<file path="src/rtl/irq_pkg.sv">
// Shared types and constants for the interrupt pending/arbitration slice.
package irq_pkg;

  localparam int unsigned CAUSE_W_DEF = 5;
  localparam int unsigned NSRC_MAX    = 32;

  typedef enum logic {
    IDLE = 1'b0,
    HOLD = 1'b1
  } irq_state_e;

endpackage : irq_pkg

</file>
<file path="src/rtl/irq_pending_arbiter_if.sv">
// Source/enable/ack inputs and presented-interrupt outputs of the pending arbiter.
interface irq_pending_arbiter_if
  import irq_pkg::*;
#(
  parameter int unsigned NSRC    = 8,
  parameter int unsigned CAUSE_W = CAUSE_W_DEF
);

  logic [NSRC-1:0]    io_irq_src;
  logic [NSRC-1:0]    io_irq_en;
  logic               io_irq_ack;
  logic               io_irq;
  logic [CAUSE_W-1:0] io_irq_cause;
  logic [NSRC-1:0]    io_irq_pending;

  modport master (
    output io_irq_src, io_irq_en, io_irq_ack,
    input  io_irq, io_irq_cause, io_irq_pending
  );

  modport slave (
    input  io_irq_src, io_irq_en, io_irq_ack,
    output io_irq, io_irq_cause, io_irq_pending
  );

endinterface : irq_pending_arbiter_if

</file>
<file path="src/rtl/irq_prio_enc.sv">
// Combinational lowest-index priority encoder over a request vector.
module irq_prio_enc #(
  parameter int unsigned NSRC    = 8,
  parameter int unsigned CAUSE_W = 5
) (
  input  logic [NSRC-1:0]    req,
  output logic               any,
  output logic [CAUSE_W-1:0] index
);

  // Scan from the top down so the lowest set index is the last one written.
  always_comb begin
    any   = |req;
    index = '0;
    for (int i = int'(NSRC) - 1; i >= 0; i--) begin
      if (req[i]) index = CAUSE_W'(i);
    end
  end

endmodule : irq_prio_enc

</file>
<file path="src/rtl/irq_pending_arbiter.sv">
// Edge-detects interrupt sources into pending bits and presents the lowest enabled one
// until acknowledged. Define IRQ_PENDING_ARBITER_SYNC_EN to add a 2-flop input synchronizer.
module irq_pending_arbiter
  import irq_pkg::*;
#(
  parameter int unsigned NSRC    = 8,
  parameter int unsigned CAUSE_W = CAUSE_W_DEF
) (
  input  logic                  clk,
  input  logic                  reset,
  irq_pending_arbiter_if.slave  bus
);

  logic [NSRC-1:0]    line;
  logic [NSRC-1:0]    src_q, src_d;
  logic [NSRC-1:0]    pending_q, pending_d;
  logic [CAUSE_W-1:0] sel_q, sel_d;
  logic               irq_q, irq_d;
  irq_state_e         state_q, state_d;

  logic [NSRC-1:0]    rise;
  logic [NSRC-1:0]    clr;
  logic [NSRC-1:0]    sel_mask;
  logic               sel_en;
  logic               req_any;
  logic [CAUSE_W-1:0] req_idx;

`ifdef IRQ_PENDING_ARBITER_SYNC_EN
  logic [NSRC-1:0] sync1_q, sync1_d;
  logic [NSRC-1:0] sync2_q, sync2_d;

  always_comb begin
    sync1_d = bus.io_irq_src;
    sync2_d = sync1_q;
  end

  always_ff @(posedge clk) begin
    if (reset) begin
      sync1_q <= '0;
      sync2_q <= '0;
    end else begin
      sync1_q <= sync1_d;
      sync2_q <= sync2_d;
    end
  end

  assign line = sync2_q;
`else
  assign line = bus.io_irq_src;
`endif

  irq_prio_enc #(
    .NSRC    (NSRC),
    .CAUSE_W (CAUSE_W)
  ) u_prio_enc (
    .req   (pending_q & bus.io_irq_en),
    .any   (req_any),
    .index (req_idx)
  );

  // Shift instead of indexing so a wide sel never trips width checks on small NSRC.
  assign sel_mask = NSRC'(1) << sel_q;
  assign sel_en   = |(bus.io_irq_en & sel_mask);

  always_comb begin
    src_d   = line;
    rise    = line & ~src_q;
    clr     = '0;
    state_d = state_q;
    sel_d   = sel_q;

    unique case (state_q)
      IDLE: begin
        if (req_any) begin
          sel_d   = req_idx;
          state_d = HOLD;
        end
      end
      HOLD: begin
        if (bus.io_irq_ack) begin
          clr     = sel_mask;
          state_d = IDLE;
        end else if (!sel_en) begin
          state_d = IDLE;
        end
      end
      default: state_d = IDLE;
    endcase

    // A new edge on the bit being acked re-pends it.
    pending_d = (pending_q & ~clr) | rise;
    irq_d     = (state_d == HOLD);
  end

  always_ff @(posedge clk) begin
    if (reset) begin
      state_q   <= IDLE;
      src_q     <= '0;
      pending_q <= '0;
      sel_q     <= '0;
      irq_q     <= 1'b0;
    end else begin
      state_q   <= state_d;
      src_q     <= src_d;
      pending_q <= pending_d;
      sel_q     <= sel_d;
      irq_q     <= irq_d;
    end
  end

  assign bus.io_irq         = irq_q;
  assign bus.io_irq_cause   = sel_q;
  assign bus.io_irq_pending = pending_q;

endmodule : irq_pending_arbiter

</file>
<file path="src/flat_wrapper.sv">
// flat-port wrapper written by rule: the top's interface ports become plain ports
module irq_pending_arbiter_flat import irq_pkg::*;
#(
  parameter int unsigned NSRC    = 8,
  parameter int unsigned CAUSE_W = CAUSE_W_DEF
)
  (clk, reset, bus_io_irq_src, bus_io_irq_en, bus_io_irq_ack, bus_io_irq, bus_io_irq_cause, bus_io_irq_pending);
  irq_pending_arbiter_if #(.NSRC(NSRC), .CAUSE_W(CAUSE_W)) bus_i ();
  input  logic clk;
  input  logic reset;
  input wire logic [$bits(bus_i.io_irq_src)-1:0] bus_io_irq_src;
  input wire logic [$bits(bus_i.io_irq_en)-1:0] bus_io_irq_en;
  input wire logic [$bits(bus_i.io_irq_ack)-1:0] bus_io_irq_ack;
  output wire logic [$bits(bus_i.io_irq)-1:0] bus_io_irq;
  output wire logic [$bits(bus_i.io_irq_cause)-1:0] bus_io_irq_cause;
  output wire logic [$bits(bus_i.io_irq_pending)-1:0] bus_io_irq_pending;
  assign bus_i.io_irq_src = bus_io_irq_src;
  assign bus_i.io_irq_en = bus_io_irq_en;
  assign bus_i.io_irq_ack = bus_io_irq_ack;
  assign bus_io_irq = bus_i.io_irq;
  assign bus_io_irq_cause = bus_i.io_irq_cause;
  assign bus_io_irq_pending = bus_i.io_irq_pending;
  irq_pending_arbiter #(.NSRC(NSRC), .CAUSE_W(CAUSE_W)) u_core (.clk(clk), .reset(reset), .bus(bus_i));
endmodule
</file>
<file path="config.mk">
export PLATFORM = sky130hd
export DESIGN_NAME = irq_pending_arbiter_flat
export DESIGN_NICKNAME = d
export VERILOG_FILES = /design/src/rtl/irq_pkg.sv /design/src/rtl/irq_pending_arbiter_if.sv /design/src/rtl/irq_prio_enc.sv /design/src/rtl/irq_pending_arbiter.sv /design/src/flat_wrapper.sv
export SDC_FILE = /design/constraint.sdc
export NUM_CORES = 1
export LEC_CHECK = 0
export ABC_CLOCK_PERIOD_IN_PS = 1900
export CAP_MARGIN = 20
export CORE_MARGIN = 3
export CORE_UTILIZATION = 40
export DETAILED_ROUTE_END_ITERATION = 12
export GPL_ROUTABILITY_DRIVEN = 0
export MAX_ROUTING_LAYER = met4
export PLACE_DENSITY = 0.74
export SLEW_MARGIN = 20
export SYNTH_ARGS = -nofsm -noshare
export SYNTH_HDL_FRONTEND = slang
export SYNTH_HIERARCHICAL = 1
export SYNTH_SLANG_ARGS = --single-unit
</file>
<file path="constraint.sdc">
create_clock -name clk -period 1.9 [get_ports clk]
set_clock_uncertainty 0.2 [all_clocks]
set_input_delay 0.38 -clock clk [delete_from_list [all_inputs] [get_ports clk]]
set_output_delay 0.38 -clock clk [all_outputs]
set_load 0.02 [all_outputs]
</file>
==> impl_metrics.csv <==
group,metric,value,unit
status,status,"complete, no violations",
floorplanning,start_util,43.8,%
placement,port-buffer-count,32,
floorplanning,io_pins,33,
power_and_ir_drop,seqPwrFrac,50.9,%
timing,slew_viol_final,0,
power_and_ir_drop,p_clk_share,19.1,%
detailed_routing,post_drt_via_cell_ratio,5.30,
worst_setup_path,slowest_delay,0.61,ns
clock_tree,postCtsHoldBufs,0,
placement,place_ws,-0.450,ns
timing,fmax,0.541,GHz
worst_setup_path,critPathTopFamily,"buffers and inverters",
detailed_routing,via_count,932,
worst_setup_path,r2r_setup_slack,0.28,ns
floorplanning,num_rows,17,
worst_setup_path,rr_endpoint,"u_core/bus.io_irq_cause[2]$_SDFFE_PP0P_",
power_and_ir_drop,pwr-share-comb,30.0,%
worst_setup_path,cp_cell_sequence,"clkdlybuf4s50_1",
worst_setup_path,critPathSlowestCell,"clkdlybuf4s50_1",
clock_tree,cts_sinks,22,
layout,postLayoutCoreUtil,63.4,%
synth,ys_seq_elements,22,
synth,synthesis.area,0.00102,mm^2
timing,min_period,1.85,ns
power_and_ir_drop,intPower,0.746,mW
grt,grt_overflow,0,
worst_setup_path,critPathMaxFanout,3,
detailed_routing,detail-route-antenna-nets,0,
layout,antenna-diode-count,0,
clock_tree,tritoncts,"yes",
grt,track_usage,16.6,%
worst_setup_path,worst_setup_path_end_kind,"primary output",
timing,finalCritPeriodShare,97.3,%
layout,drive_gt1_share,12.8,%
detailed_routing,drc,0,
worst_setup_path,start_kind,"flip-flop",
clock_tree,clk_pin_slew,0.11,ns
synth,syn_inst,109,
synth,ys_warn_count,6,
synth,synthFlopType,"dfxtp_1",
worst_hold_path,min_path_type,"flip-flop to flip-flop",
clock_tree,clockBufferDepth,2,
worst_setup_path,endpoint,"bus_io_irq_pending[1]",
layout,syn2layout_area_growth,44.6,%
placement,dp_hpwl,1940,um
timing,rsz0062_at_grt,"no",
grt,grt_start_max_net_pins,23,
worst_setup_path,path_depth,1,
worst_hold_path,hold_depth,2,
worst_setup_path,worst_ep_arrival_time,1.27,ns
power_and_ir_drop,power_switching,0.305,mW
detailed_routing,dr.pass1.iters,4,
power_and_ir_drop,p_leak,0.686,nW
floorplanning,die_y,56.4,um
power_and_ir_drop,cellPowerDensity,715,mW/mm^2
power_and_ir_drop,ir_worst_vdd,468,uV
synth,synthArstFlopShare,0,%
timing,finalHoldViolCount,0,
grt,antenna_found_initial,0,
detailed_routing,drt_iter0_drc,29,
worst_setup_path,critical_path_class,"flip-flop to primary output",
detailed_routing,wl_per_cell,14.8,um
synth,syn_area_per_cell,9.32,um^2
run,drv_cap,0,
timing,whs,0.291,ns
clock_tree,postCtsSetupRepairBufs,0,
synth,synth_edf_count,0,
detailed_routing,wl,2610,um
worst_setup_path,crit_start,"u_core/bus.io_irq_pending[1]$_SDFF_PP0_",
synth,ys_seq_area_share,43.3,%
clock_tree,htree_levels,1,
synth,synth.distinct_cells,32,
worst_setup_path,critPathRequiredTime,1.32,ns
clock_tree,ctsRootBufferMaster,"clkbuf_4",
grt,grt_pass1_wl,4180,um
clock_tree,clock_latency,0.29,ns
floorplanning,design.die.area,0.00318,mm^2
power_and_ir_drop,finalPower,1.05,mW
worst_setup_path,timing.rr.start,"u_core/bus.io_irq_pending[5]$_SDFF_PP0_",
layout,nets,169,
worst_setup_path,reg2reg_depth,6,
power_and_ir_drop,netSwitchingFraction,29.0,%
floorplanning,die_x,56.4,um
floorplanning,placeableCoreArea,0.00232,mm^2
grt,grt_pass1_vias,945,
worst_setup_path,worst-path-buf-inv,1,
clock_tree,numCtsBuffers,3,
timing,setup_viol,0,
timing,setup_ws,0.0514,ns
power by group through the flow:
| stage | registers [mW] | logic (mW) | clock network [mW] |
|---|---|---|---|
| final | 0.534 | 0.315 | 0.201 |
| after global routing | 0.540 | 0.338 | 0.226 |
| after CTS | 0.534 | 0.314 | 0.208 |
| after detailed placement | 0.543 | 0.317 | 0 |
| after global placement | 0.543 | 0.310 | 0 |
| after floorplan | 0.570 | 0.138 | 0 |
registers in the layout, summed over array words and instances (netlist names):
signal / count
u_core/state_q: 1
u_core/bus.io_irq_pending: 8
u_core/bus.io_irq_cause: 5
u_core/src_q: 8
per-layer routing:
layer | GRT usage (%) | vias up | share of wire (%)
li1 | - | 454 | -
met1 | 19.5 | 444 | 43
met2 | 28.4 | 32 | 50
met3 | 3.45 | 2 | 6.4
met4 | 5.08 | 0 | 0.61
met5 | - | - | 0
stage by stage:
stage	cells	setup TNS [ns]	cell area, um^2
2_1_floorplan	110	0	1020
3_3_place_gp	173	-1.91	1420
3_5_place_dp	173	-2.39	1420
4_1_cts	176	0	1450
5_1_grt	176	0	1470
6_report	176	0	1470
cells in the mapped netlist (2+ instances only):
cell / n / share of area, %
dfxtp_1: 22 / 43
nor2b_1: 12 / 7.4
a21oi_1: 9 / 4.4
nand2b_1: 9 / 5.5
and2_1: 8 / 4.9
nor2_1: 8 / 3.0
o21ai_0: 7 / 3.4
mux2i_1: 5 / 4.9
clkbuf_1: 3 / 1.1
buf_4: 2 / 1.5
nand3b_1: 2 / 1.5
o31ai_1: 2 / 1.5
placed cells by master (no fill, tap or decap), drive strengths merged, types with 2 or more instances in the layout:
| cell type | instances |
|---|---|
| buf | 9 |
| dlymetal6s2s | 7 |
| clkbuf | 3 |
| nand2b | 9 |
| and2 | 8 |
| nor2 | 8 |
| o21ai | 7 |
| o41ai | 2 |
| nand3b | 2 |
| nor2b | 12 |
| dlygate4sd2 | 3 |
| conb | 2 |
| a21oi | 9 |
| clkdlybuf4s50 | 22 |
| o31ai | 2 |
| dfxtp | 22 |
| mux2i | 5 |
kinds of logic (layout without fill, tap and decap cells):
kind of cell           after synthesis  count (layout)  share of synthesized area (%)
buffers and inverters                7              45                           3.45
DFF                                 22              22                           43.3
and+or+nand+nor                     49              49                           30.4
AOI/OAI and AO/OA                   23              23                           14.2
other                                1               2                          0.369
muxes                                7               7                           8.25
what timing repair did:
action | in CTS | in global routing
endpoints found under the hold margin | 0 | 0
gates resized for setup | 5 | 8
endpoints found under the setup margin | 8 | 13
pin swaps | 0 | 1
how the worst min path moves through the flow:
stage               slack, ns                                 endpoint                  startpoint
floorplan                0.25               u_core/src_q[7]$_SDFF_PP0_                       reset
global placement         0.27  u_core/bus.io_irq_pending[4]$_SDFF_PP0_  u_core/src_q[4]$_SDFF_PP0_
detailed placement       0.28  u_core/bus.io_irq_pending[5]$_SDFF_PP0_  u_core/src_q[5]$_SDFF_PP0_
CTS                      0.29  u_core/bus.io_irq_pending[5]$_SDFF_PP0_  u_core/src_q[5]$_SDFF_PP0_
global route             0.31  u_core/bus.io_irq_pending[3]$_SDFF_PP0_  u_core/src_q[3]$_SDFF_PP0_
finish                   0.29  u_core/bus.io_irq_pending[5]$_SDFF_PP0_  u_core/src_q[5]$_SDFF_PP0_
final cells by class:
type	instances	area, um^2
Multi-Input combinational cell	81	552
Inverter	1	3.75
Fill cell	201	850
Clock buffer	3	22.5
Sequential cell	22	442
Timing Repair Buffer	41	414
Tap cell	28	35.0
(Power assumes the default switching activity.)
